### config.mk
export PLATFORM = sky130hd
export DESIGN_NAME = lfsr_word_sampler_flat
export DESIGN_NICKNAME = d
export VERILOG_FILES = /design/src/rtl/lfsr_word_sampler_if.sv /design/src/rtl/lfsr_word_sampler.sv /design/src/flat_wrapper.sv
export SDC_FILE = /design/constraint.sdc
export NUM_CORES = 1
export LEC_CHECK = 0
export CELL_PAD_IN_SITES_DETAIL_PLACEMENT = 0
export CELL_PAD_IN_SITES_GLOBAL_PLACEMENT = 1
export CORE_MARGIN = 4
export CORE_UTILIZATION = 30
export CTS_BUF_LIST = sky130_fd_sc_hd__clkbuf_8 sky130_fd_sc_hd__clkbuf_16
export CTS_CLUSTER_DIAMETER = 80
export DETAILED_ROUTE_END_ITERATION = 8
export DONT_BUFFER_PORTS = 1
export PLACE_DENSITY = 0.56
export SLEW_MARGIN = 20
export SYNTH_ARGS = -nofsm -noshare
export SYNTH_HDL_FRONTEND = slang
export SYNTH_SLANG_ARGS = --single-unit
### constraint.sdc
create_clock -name CLK -period 1.95 [get_ports CLK]
set_input_delay 0.2925 -clock CLK [delete_from_list [all_inputs] [get_ports CLK]]
set_output_delay 0.2925 -clock CLK [all_outputs]
set_load 0.03 [all_outputs]
### src/rtl/lfsr_word_sampler_if.sv
// Word handshake between the LFSR sampler (master) and its random-number consumer (slave).
interface lfsr_word_sampler_if;
   logic        ready;
   logic        valid;
   logic [15:0] word;
   logic        health_fail;

   modport master (input ready, output valid, output word, output health_fail);
   modport slave  (output ready, input valid, input word, input health_fail);
endinterface

### src/rtl/lfsr_word_sampler.sv
// Captures the 16-bit LFSR state once it has fully refreshed and presents it on valid/ready.
// Optional repetition health test: define LFSR_WORD_SAMPLER_HEALTH_TEST_EN.
module lfsr_word_sampler #(
   parameter int REFRESH_CYCLES = 16,
   parameter int REP_LIMIT      = 3
) (
   input  logic                 CLK,
   input  logic                 RST_N,
   input  logic [15:0]          lfsr,
   lfsr_word_sampler_if.master  bus
);
   typedef enum logic [1:0] {SETTLE, COLLECT, PRESENT} state_t;

   localparam logic [7:0] CNT_LAST = 8'(REFRESH_CYCLES - 1);

   state_t      state_q, state_d;
   logic [7:0]  cnt_q, cnt_d;
   logic [15:0] word_q, word_d;

`ifdef LFSR_WORD_SAMPLER_HEALTH_TEST_EN
   localparam logic [3:0] REP_MAX = 4'(REP_LIMIT);

   logic        hf_q, hf_d;
   logic        have_q, have_d;
   logic [15:0] prev_q, prev_d;
   logic [3:0]  rep_q, rep_d;
`endif

   always_comb begin
      state_d = state_q;
      cnt_d   = cnt_q;
      word_d  = word_q;
`ifdef LFSR_WORD_SAMPLER_HEALTH_TEST_EN
      hf_d    = hf_q;
      have_d  = have_q;
      prev_d  = prev_q;
      rep_d   = rep_q;
`endif
      case (state_q)
         SETTLE: begin
            state_d = COLLECT;
            cnt_d   = '0;
         end
         COLLECT: begin
            if (cnt_q == CNT_LAST) begin
               cnt_d = '0;
`ifdef LFSR_WORD_SAMPLER_HEALTH_TEST_EN
               // Once tripped, captures are dropped until reset.
               if (!hf_q) begin
                  rep_d  = (have_q && (lfsr == prev_q)) ? rep_q + 4'd1 : 4'd1;
                  prev_d = lfsr;
                  have_d = 1'b1;
                  if (rep_d == REP_MAX) begin
                     hf_d = 1'b1;
                  end else begin
                     word_d  = lfsr;
                     state_d = PRESENT;
                  end
               end
`else
               word_d  = lfsr;
               state_d = PRESENT;
`endif
            end else begin
               cnt_d = cnt_q + 8'd1;
            end
         end
         PRESENT: begin
            if (bus.ready) begin
               state_d = COLLECT;
               cnt_d   = '0;
            end
         end
         default: state_d = SETTLE;
      endcase
   end

   always_ff @(posedge CLK) begin
      if (!RST_N) begin
         state_q <= SETTLE;
         cnt_q   <= '0;
         word_q  <= '0;
`ifdef LFSR_WORD_SAMPLER_HEALTH_TEST_EN
         hf_q    <= 1'b0;
         have_q  <= 1'b0;
         prev_q  <= '0;
         rep_q   <= '0;
`endif
      end else begin
         state_q <= state_d;
         cnt_q   <= cnt_d;
         word_q  <= word_d;
`ifdef LFSR_WORD_SAMPLER_HEALTH_TEST_EN
         hf_q    <= hf_d;
         have_q  <= have_d;
         prev_q  <= prev_d;
         rep_q   <= rep_d;
`endif
      end
   end

   assign bus.valid = (state_q == PRESENT);
   assign bus.word  = word_q;
`ifdef LFSR_WORD_SAMPLER_HEALTH_TEST_EN
   assign bus.health_fail = hf_q;
`else
   // REP_LIMIT is at least 2 when legal, so this is a constant 0.
   assign bus.health_fail = (REP_LIMIT == 0);
`endif
endmodule
### src/flat_wrapper.sv
// flat-port wrapper written by rule: the top's interface ports become plain ports
module lfsr_word_sampler_flat 
#(
   parameter int REFRESH_CYCLES = 16,
   parameter int REP_LIMIT      = 3
)
  (CLK, RST_N, lfsr, bus_ready, bus_valid, bus_word, bus_health_fail);
  lfsr_word_sampler_if bus_i ();
  input  logic CLK;
  input  logic RST_N;
  input  logic [15:0] lfsr;
  input wire logic [$bits(bus_i.ready)-1:0] bus_ready;
  output wire logic [$bits(bus_i.valid)-1:0] bus_valid;
  output wire logic [$bits(bus_i.word)-1:0] bus_word;
  output wire logic [$bits(bus_i.health_fail)-1:0] bus_health_fail;
  assign bus_i.ready = bus_ready;
  assign bus_valid = bus_i.valid;
  assign bus_word = bus_i.word;
  assign bus_health_fail = bus_i.health_fail;
  lfsr_word_sampler #(.REFRESH_CYCLES(REFRESH_CYCLES), .REP_LIMIT(REP_LIMIT)) u_core (.CLK(CLK), .RST_N(RST_N), .lfsr(lfsr), .bus(bus_i));
endmodule
# --- Word level (Yosys, flattened, before mapping) ---
# Cells that the tools add are included.
word_totals:
  ff_bits: 26
  input_bits: 19
op_classes:
  add_sub_neg: 1
  n_eq_ne: 5
  mux: 6
  n_reduce_logical: 5
ops:
  columns: ["operator", "count"]
  rows:
  - ["$pmux W8 S3", 1]
  - ["$mux W8", 2]
  - ["$add A8 B1 Y8 const B", 1]
  - ["$eq A8 B4 Y1 const B", 1]
  - ["$pmux W2 S3", 1]
  - ["$reduce_and A2 Y1", 3]
  - ["$mux W2", 2]
  - ["$reduce_bool A3 Y1", 1]
  - ["$eq A2 B1 Y1 const B", 1]
  - ["$eq A2 B2 Y1 const B", 1]
  - ["$logic_not A2 Y1", 1]
  - ["$ne A2 B1 Y1 const B", 1]
  - ["$ne A2 B2 Y1 const B", 1]

# --- Longest topological paths before layout ---
# Gate-level depths: netlist (run 1).
depth:
  depth_word: 3
  ltp_mapped: 6

# --- Worst setup path after synthesis (run 1) ---
# Ideal clock, no wire load.
synth_timing:
  kind: "register -> register"
  from: "register u_core.cnt_q[4]"
  to: "register u_core.word_q[10] (netlist: u_core.bus.word[10])"
  setup_time_ps: 70
  arrival_time_ps: 1443
  setup_slack_ps: 437
  stages_incl_launch_ff: 6
  path_cell_list: "dfxtp_1 or4_4 nor3_4 buf_6 nand2_1 a21oi_1"
synth_between:
  elab_chain_cells: 2
synth_lines:
  columns: ["item", "line_no", "rtl"]
  rows:
  - ["start: declaration", "lfsr_word_sampler.sv:17", "logic [7:0] cnt_q, cnt_d;"]
  - ["start signal: assignment", "lfsr_word_sampler.sv:91", "cnt_q <= cnt_d;"]
  - ["$eq A8 B4 Y1", "lfsr_word_sampler.sv:45", "if (cnt_q == CNT_LAST) begin"]
  - ["$reduce_and A2 Y1 (no line)", null, null]
  - ["end signal: assignment", "lfsr_word_sampler.sv:92", "word_q <= word_d;"]
  - ["end: declaration", "lfsr_word_sampler.sv:18", "logic [15:0] word_q, word_d;"]
# No other way between the ends.
# A chain may end at the register's enable or synchronous reset.

# --- Final worst setup path (run 1) ---
layout_timing:
  from: "register u_core.state_q[0]"
  to: "register u_core.cnt_q[5]"
layout_between:
  elab_chain_cells: 3
  elab_cells_between_ends: 7
  cone_classes: "3 x eq/ne; 1 x mux; 3 x reduce/logical"
layout_lines:
  columns: ["item", "line_no", "rtl"]
  rows:
  - ["start: declaration", "lfsr_word_sampler.sv:16", "state_t state_q, state_d;"]
  - ["start signal: assignment", "lfsr_word_sampler.sv:90", "state_q <= state_d;"]
  - ["$eq A2 B2 Y1, or another cell as far along", "lfsr_word_sampler.sv:39", "case (state_q)"]
  - ["$ne A2 B2 Y1 (no line) or $reduce_bool A3 Y1 (tied branches)", null, null]
  - ["$reduce_and A2 Y1 (no line)", null, null]
# Several ways; a longest one is shown, not always the timed one.

==> results of run 1 <==
-- placed cells by master (no fill, tap or decap), types with 2 or more instances in the layout --
| master | n |
|---|---|
| a21oi_1 | 22 |
| nor2b_1 | 3 |
| clkbuf_8 | 3 |
| nor2_1 | 5 |
| nand2b_1 | 3 |
| buf_4 | 4 |
| dfxtp_1 | 26 |
| nand3_1 | 6 |
| xnor2_1 | 2 |
| mux2_2 | 2 |
| nand2_1 | 36 |
-- state kept, by name, indices dropped and copies added, names as in the netlist --
name             cells
u_core.bus.word     16
u_core.cnt_q         8
u_core.state_q       2
-- area by class of cell --
class	count	area [sq um]	share of cell area
Timing Repair Buffer	4	30.0	0.0246
Sequential cell	26	520	0.426
Multi-Input combinational cell	99	539	0.441
Inverter	1	3.75	0.00307
Clock buffer	3	41.3	0.0338
Tap cell	46	57.6	0.0471
Clock inverter	1	30.0	0.0246
-- per-layer routing --
layer | up-vias | routed length, um | global-route usage
met4 | 0 | 13 | 0.0372
met2 | 27 | 1190 | 0.182
met1 | 419 | 1080 | 0.141
li1 | 456 | - | -
met5 | - | 0 | 0
met3 | 2 | 212 | 0.0389
-- synth_stat cells, types with 2 or more instances --
library cell / instances
nand2b_1: 3
dfxtp_1: 26
nor2_1: 5
a21oi_1: 22
nand2_1: 36
nand3_1: 6
mux2_2: 2
xnor2_1: 2
nor2b_1: 3
clkbuf_1: 4
-- metrics by stage --
step	setup slack (ns)	hold slack, ns	instance area, sq um	power [mW]
floorplan	0.437	0.429	1100	0.573
global placement	0.383	0.431	1150	0.576
detailed placement	0.350	0.435	1150	0.577
CTS	0.322	0.139	1220	1.03
global route	0.214	0.129	1220	1.05
finish	0.331	0.151	1220	1.01
-- cell families (layout without fill, tap and decap cells) --
logic type	Yosys count	after routing	share of synthesized area
XOR/XNOR	3	3	0.0238
AND/OR/NAND/NOR	63	63	0.278
adder cells (fa/ha/maj)	1	1	0.0113
flip-flops	26	26	0.472
AO/OA/AOI/OAI	29	29	0.152
buffers and inverters	8	9	0.0386
multiplexers	2	2	0.0204
other	1	1	0.00340
-- power by group through the flow --
stage	logic, mW	registers (mW)	clock network (mW)
6_report	0.0254	0.539	0.444
5_1_grt	0.0282	0.540	0.483
4_1_cts	0.0257	0.539	0.465
3_5_place_dp	0.0258	0.551	0
3_3_place_gp	0.0252	0.551	0
2_1_floorplan	0.0253	0.548	0
-- final timing paths --
kind / start / endpoint / slack, ns / depth (start not counted)
hold reg to reg: u_core.cnt_q[7]$_SDFFE_PN0P_ / u_core.cnt_q[7]$_SDFFE_PN0P_ / 0.52 / 2
setup reg to reg: u_core.state_q[0]$_SDFFE_PN0P_ / u_core.cnt_q[5]$_SDFFE_PN0P_ / 0.33 / 3
hold / removal: lfsr[13] / u_core.bus.word[13]$_SDFFE_PN0P_ / 0.15 / 2
setup / recovery: u_core.state_q[0]$_SDFFE_PN0P_ / u_core.cnt_q[5]$_SDFFE_PN0P_ / 0.33 / 3
==> results.yml, run 1 <==
outcome:
  status: "complete, no violations"
timing:
  slew_headroom: 0.533
  rsz0062_at_grt: "no"
  hold_viol: 0
  fin_tns_setup_ns: 0
  fmax_mhz: 618
  clock_skew_ns: 0.00434
  min_period_ns: 1.62
  setup_violations: 0
  final-max-slew-violation-count: 0
  fin_crit_sh: 0.830
  tightest_slew_ns: 0.700
drt:
  remaining_drc_errors: 0
  routed_wl_um: 2500
  vias: 904
  viasPerCell: 5.02
  wire_per_inst_um: 13.9
  ant_nets: 0
  drt_iter0_drc: 47
  first_pass_iters: 4
layout:
  post-route-util: 0.355
  fillerInstances: 355
  syn_to_final_growth_pct: 10.9
  drive_gt1_frac: 0.112
  antenna_cells: 0
  fin_cells: 180
  fin_nets: 155
power_and_ir_drop:
  combinationalPowerShare: 0.025
  ir_worst_vdd_mv: 0.260
  leakagePower_nw: 0.402
  intPower_mw: 0.816
  power.density_mw_per_mm2: 825
  swShare: 0.191
  p_switching_mw: 0.192
  p_seq_frac: 0.534
  p_clk_frac: 0.441
floorplan:
  initial_core_util: 0.320
  dieHeight_um: 68.6
  ioPinCount: 37
  die_w_um: 68.6
  coreArea_sq_mm: 0.00344
  rows: 21
  dieArea_sq_mm: 0.00471
min_path:
  min_path_type: "in2reg"
clock_network:
  cts_buffers: 3
  cts.clk_slew.worst_paths_ns: 0.09
  cts_tree: "done"
  clock-root-buffer: "clkbuf_8"
  cts_resized: 0
  cts_sinks: 26
  htree_levels: 1
  cts_buffer_depth: 2
  cts_hold_buffers: 0
  clk_latency_ns: 0.27
  cts_setup_buffers: 0
yosys:
  synth.distinct_cells: 34
  syn_inst: 133
  synth_top_cell_area_share: 0.472
  async_reset_ff_frac: 0
  netlist_area_sq_mm: 0.00110
  synth_seq_cells: 26
  synth_ff_type: "dfxtp_1"
  syn_area_per_cell_sq_um: 8.29
  synth_top_area_cell: "dfxtp_1"
  ys_seq_area_frac: 0.472
  synth-edff-count: 0
  yosys_warnings: 0
  synthTopCellsByArea: "dfxtp_1 (47%), nand2_1 (12%), a21oi_1 (10%), nand3_1 (2.7%), mux2_2 (2.0%)"
  synth_nets: 153
worst_setup_path:
  required_ns: 2.14
  critPathTopFamily: "simple AND/OR/NAND/NOR gates"
  worstPathCellList: "or2b_2, or4b_1, a31oi_1"
  crit_fanout: 9
  worst_setup_path_end_kind: "flip-flop"
  cp-start-kind: "flip-flop"
  worst_path_max_delay_cell: "dfxtp_1"
  max_stage_delay_ns: 0.51
  worstSetupPathType: "reg2reg"
  worstPathArrival_ns: 1.81
  critical_path_buf_inv_count: 0
global_route:
  grt_pass1_vias: 863
  grt_first_pass_wirelength_um: 3940
  grt_overflow: 0
  antenna_found_initial: 0
  grt_start_max_net_pins: 23
  grt_usage: 0.113
run:
  max_cap_viol_count: 0
placed_design:
  io_buffers: 0
  place_hpwl_um: 1800
  dp.cells: 176
  gp_congestion: 0.786
No activity file was read; power rests on OpenSTA's default activity.
==> run 2, diff against run 1 <==
- PLACE_DENSITY: 0.56 -> 0.58
- clock period: 1.95 -> 1.3 ns (I/O delays scaled with it)
==> results.yml, run 2 (synthesis results as in run 1) <==
outcome:
  status: "finished, violations left"
  failed_checks: "negative setup slack"
power_and_ir_drop:
  power_mw: 1.41
  leakagePower_nw: 0.575
  ir_worst_vdd_mv: 0.493
  power.density_mw_per_mm2: 900
layout:
  drive_gt1_frac: 0.393
  fin_nets: 184
  final_common_cell: "nand2_1"
  fin_cells: 209
  antenna_cells: 0
  design_area_sq_mm: 0.00157
  mostFrequentLayoutCells: "nand2_1 (35), buf_4 (26), dfxtp_1 (21)"
  syn_to_final_growth_pct: 42.6
  largest_reg_flops: 16
run:
  max_cap_viol_count: 0
drt:
  viasPerCell: 4.97
  first_pass_iters: 4
  remaining_drc_errors: 0
  routed_wl_um: 2850
  wire_per_inst_um: 13.7
  drt_iter0_drc: 15
  ant_nets: 0
  vias: 1038
global_route:
  grt_start_max_net_pins: 18
  antenna_found_initial: 0
  grt_usage: 0.128
  grt_first_pass_wirelength_um: 4620
  grt_overflow: 0
  grt_pass1_vias: 1039
worst_setup_path:
  cp-start-kind: "flip-flop"
  worstPathArrival_ns: 1.72
  ff2ff_path_depth: 5
  crit_fanout: 16
  endpoint: "u_core.bus.word[4]$_SDFFE_PN0P_"
  worstSetupPathType: "reg2reg"
  setup.worst_path.start: "u_core.cnt_q[4]$_SDFFE_PN0P_"
  r2r-end: "u_core.bus.word[4]$_SDFFE_PN0P_"
  reg2reg_setup_slack_ns: -0.21
  timing.rr.start: "u_core.cnt_q[4]$_SDFFE_PN0P_"
  worst_setup_path_end_kind: "flip-flop"
  required_ns: 1.51
min_path:
  min_path_type: "in2reg"
clock_network:
  cts.clk_slew.worst_paths_ns: 0.09
  cts_buffers: 3
  clk_latency_ns: 0.27
  cts_hold_buffers: 0
  cts_tree: "done"
  cts_sinks: 26
  cts_buffer_depth: 2
  clock-root-buffer: "clkbuf_8"
  htree_levels: 1
timing:
  clock_skew_ns: 0.00147
  final-max-slew-violation-count: 0
  fin_crit_sh: 1.16
  layout_setup_ws_ns: -0.210
  fmax_mhz: 662
  rsz0062_at_grt: "yes"
  hold_viol: 0
  min_period_ns: 1.51
  fin_tns_setup_ns: -4.11
  setup_violations: 23
floorplan:
  initial_core_util: 0.320
  coreArea_sq_mm: 0.00344
  rows: 21
  dieArea_sq_mm: 0.00471
  die_w_um: 68.6
  ioPinCount: 37
  dieHeight_um: 68.6
placed_design:
  dp.cells: 195
  io_buffers: 0
  place_area_sq_mm: 0.00135
  place_hpwl_um: 2080
  gp_congestion: 0.813
==> run 2: cell types whose count changed in the layout (fill, tap and decap cells not counted), sizes merged <==
cell / before / now
bufinv: 1 / 0
clkbuf: 3 / 4
buf: 4 / 33
==> run 2: repair_timing <==
action	CTS	global route
endpoints found under the setup margin	23	26
gates resized for setup	12	8
pin swaps	5	2
buffers inserted	4	6
==> run 2: area by class of cell <==
class                   count  area [sq um]
well taps                  46          57.6
repair buffers             33           300
clock buffers               4          55.1
flip-flops and latches     26           527
multi-input cells          99           628
fillers                   336          1870
inverters                   1          3.75
==> run 2: metrics by stage <==
stage / hold slack (ns) / util / worst slack [ns]
after floorplan: 0.331 / - / -0.196
after global placement: 0.334 / 0.391 / -0.226
after detailed placement: 0.340 / 0.391 / -0.216
after CTS: 0.0417 / 0.431 / -0.225
after global routing: 0.0348 / 0.457 / -0.285
final: 0.0455 / 0.457 / -0.210
==> run 2: how the worst min path moves through the flow <==
stage	slack, ns	cells past startpoint	start	to
2_1_floorplan	0.33	2	lfsr[10]	u_core.bus.word[10]$_SDFFE_PN0P_
3_3_place_gp	0.33	2	lfsr[10]	u_core.bus.word[10]$_SDFFE_PN0P_
3_5_place_dp	0.34	2	lfsr[2]	u_core.bus.word[2]$_SDFFE_PN0P_
4_1_cts	0.04	2	lfsr[7]	u_core.bus.word[7]$_SDFFE_PN0P_
5_1_grt	0.03	2	lfsr[8]	u_core.bus.word[8]$_SDFFE_PN0P_
6_report	0.05	2	lfsr[7]	u_core.bus.word[7]$_SDFFE_PN0P_
==> run 2: critical path, cell delays in order, from the launching register on <==
cell,delay [ns]
dfxtp_2,0.35
or4_4,0.54
nor3_4,0.21
buf_12,0.16
nand2_1,0.07
a21oi_2,0.11
==> run 2: layer usage <==
metal | GRT usage | vias up | part of all wire
li1 | - | 514 | -
met2 | 0.204 | 33 | 0.49
met5 | 0 | - | 0
met3 | 0.0486 | 8 | 0.082
met1 | 0.154 | 483 | 0.41
met4 | 0.0521 | 0 | 0.021
==> run 2: power breakdown <==
part | leakage, nW | internal (mW) | switching, mW
sequential | 0.212 | 0.801 | 0.00300
combinational | 0.334 | 0.0397 | 0.0395
clock | 0.0288 | 0.271 | 0.260
==> run 3, diff against run 2 <==
- CORE_ASPECT_RATIO: not set -> 0.75
==> results.yml, run 3 (synthesis results as in run 1) <==
global_route:
  grt_pass1_vias: 961
  grt_overflow: 0
  grt_usage: 0.124
  grt_first_pass_wirelength_um: 4520
  antenna_found_initial: 0
  grt_start_max_net_pins: 17
timing:
  hold_viol: 0
  fmax_mhz: 671
  layout_setup_ws_ns: -0.190
  setup_violations: 23
  final-max-slew-violation-count: 0
  min_period_ns: 1.49
  fin_crit_sh: 1.15
  rsz0062_at_grt: "yes"
  clock_skew_ns: 0.000959
drt:
  wire_per_inst_um: 13.2
  remaining_drc_errors: 0
  first_pass_iters: 4
  viasPerCell: 4.73
  vias: 1008
  ant_nets: 0
  drt_iter0_drc: 32
  routed_wl_um: 2820
clock_network:
  cts_buffer_depth: 2
  cts_tree: "done"
  clk_latency_ns: 0.27
  cts_hold_buffers: 0
  htree_levels: 1
  cts_sinks: 26
  cts.clk_slew.worst_paths_ns: 0.08
  cts_buffers: 3
  clock-root-buffer: "clkbuf_8"
layout:
  largest_reg_flops: 16
  post-route-util: 0.471
  drive_gt1_frac: 0.442
  fin_nets: 184
  syn_to_final_growth_pct: 45.3
  fin_cells: 213
  antenna_cells: 0
  final_common_cell: "nand2_1"
  design_area_sq_mm: 0.00160
  mostFrequentLayoutCells: "nand2_1 (35), buf_4 (25), dfxtp_1 (19)"
power_and_ir_drop:
  swShare: 0.207
  p_switching_mw: 0.290
  leakagePower_nw: 0.572
  power_mw: 1.40
  p_seq_frac: 0.573
  p_clk_frac: 0.366
  combinationalPowerShare: 0.062
  ir_worst_vdd_mv: 0.455
  intPower_mw: 1.11
  power.density_mw_per_mm2: 877
placed_design:
  dp.cells: 203
  place_hpwl_um: 2120
  io_buffers: 0
  gp_congestion: 0.771
  place_area_sq_mm: 0.00139
  place_ws_ns: -0.198
floorplan:
  coreArea_sq_mm: 0.00340
  rows: 18
  dieHeight_um: 60.5
  ioPinCount: 37
  initial_core_util: 0.324
  dieArea_sq_mm: 0.00472
  die_w_um: 78.0
min_path:
  hold_path_end: "u_core.bus.word[2]$_SDFFE_PN0P_"
  min_path_type: "in2reg"
  holdCritStartpoint: "lfsr[2]"
  holdPathStages: 2
worst_setup_path:
  worstPathArrival_ns: 1.69
  required_ns: 1.50
  worstSetupPathType: "reg2reg"
  timing.rr.start: "u_core.cnt_q[7]$_SDFFE_PN0P_"
  r2r-end: "u_core.bus.word[4]$_SDFFE_PN0P_"
  worst_setup_path_end_kind: "flip-flop"
  ff2ff_path_depth: 5
  crit_fanout: 16
  reg2reg_setup_slack_ns: -0.19
  cp-start-kind: "flip-flop"
outcome:
  status: "finished, violations left"
  failed_checks: "negative setup slack"
run:
  max_cap_viol_count: 0
run 3: changes by cell type in the layout (fill, tap and decap cells not counted), moves of 2 or more:
| cell | delta |
|---|---|
| nor2b_2 | +2 |
| nor2b_4 | -2 |
| a21oi_2 | +6 |
| a21oi_1 | -6 |
| dfxtp_1 | -2 |
| nand3_2 | -2 |
run 3: power by group through the flow:
stage	clock [mW]	combinational, mW	sequential, mW
final	0.514	0.0865	0.804
after detailed placement	0	0.0739	0.822
after global placement	0	0.0738	0.821
after floorplan	0	0.0439	0.823
after CTS	0.541	0.0811	0.806
after global routing	0.583	0.0956	0.806
run 3: worst max-delay path, cell delays in order (launching register included):
cell and delay, ns:
dfxtp_2 0.33, or4_4 0.55, nor3_4 0.21, buf_12 0.17
nand2_1 0.06, a21oi_1 0.11
run 3: stage by stage:
step	setup TNS, ns	hold WS [ns]
floorplan	-2.96	0.331
global placement	-3.22	0.332
detailed placement	-3.48	0.336
CTS	-3.59	0.0390
global route	-5.79	0.0284
finish	-3.59	0.0500
run 3: per-layer routing:
layer | part of all wire | track usage | vias to the layer above | routed length [um]
li1 | - | - | 517 | -
met2 | 0.46 | 0.212 | 20 | 1300
met1 | 0.47 | 0.151 | 467 | 1320
met5 | 0 | 0 | - | 0
met4 | 0.0096 | 0.0299 | 0 | 27
met3 | 0.059 | 0.0475 | 4 | 166
run 3: worst max path at each step:
stage	startpoint	end	slack, ns	cells after the start
2_1_floorplan	u_core.cnt_q[7]$_SDFFE_PN0P_	u_core.bus.word[10]$_SDFFE_PN0P_	-0.20	5
3_3_place_gp	u_core.cnt_q[7]$_SDFFE_PN0P_	u_core.cnt_q[6]$_SDFFE_PN0P_	-0.18	4
3_5_place_dp	u_core.cnt_q[7]$_SDFFE_PN0P_	u_core.cnt_q[6]$_SDFFE_PN0P_	-0.20	4
4_1_cts	u_core.cnt_q[7]$_SDFFE_PN0P_	u_core.bus.word[0]$_SDFFE_PN0P_	-0.20	5
5_1_grt	u_core.cnt_q[7]$_SDFFE_PN0P_	u_core.bus.word[1]$_SDFFE_PN0P_	-0.28	5
6_report	u_core.cnt_q[7]$_SDFFE_PN0P_	u_core.bus.word[4]$_SDFFE_PN0P_	-0.19	5
run 3: layout make-up:
| cell class | count | area, sq um |
|---|---|---|
| tap | 50 | 62.6 |
| clock buffer | 4 | 55.1 |
| fill | 320 | 1800 |
| sequential | 26 | 532 |
| multi-input combinational | 99 | 644 |
| inverter | 1 | 3.75 |
| timing repair buffer | 33 | 304 |
run 3: timing repair:
item | in CTS | in global routing
pin swaps | 6 | 2
resized for setup | 19 | 10
buffers inserted | 3 | 3
setup endpoints to repair | 24 | 25
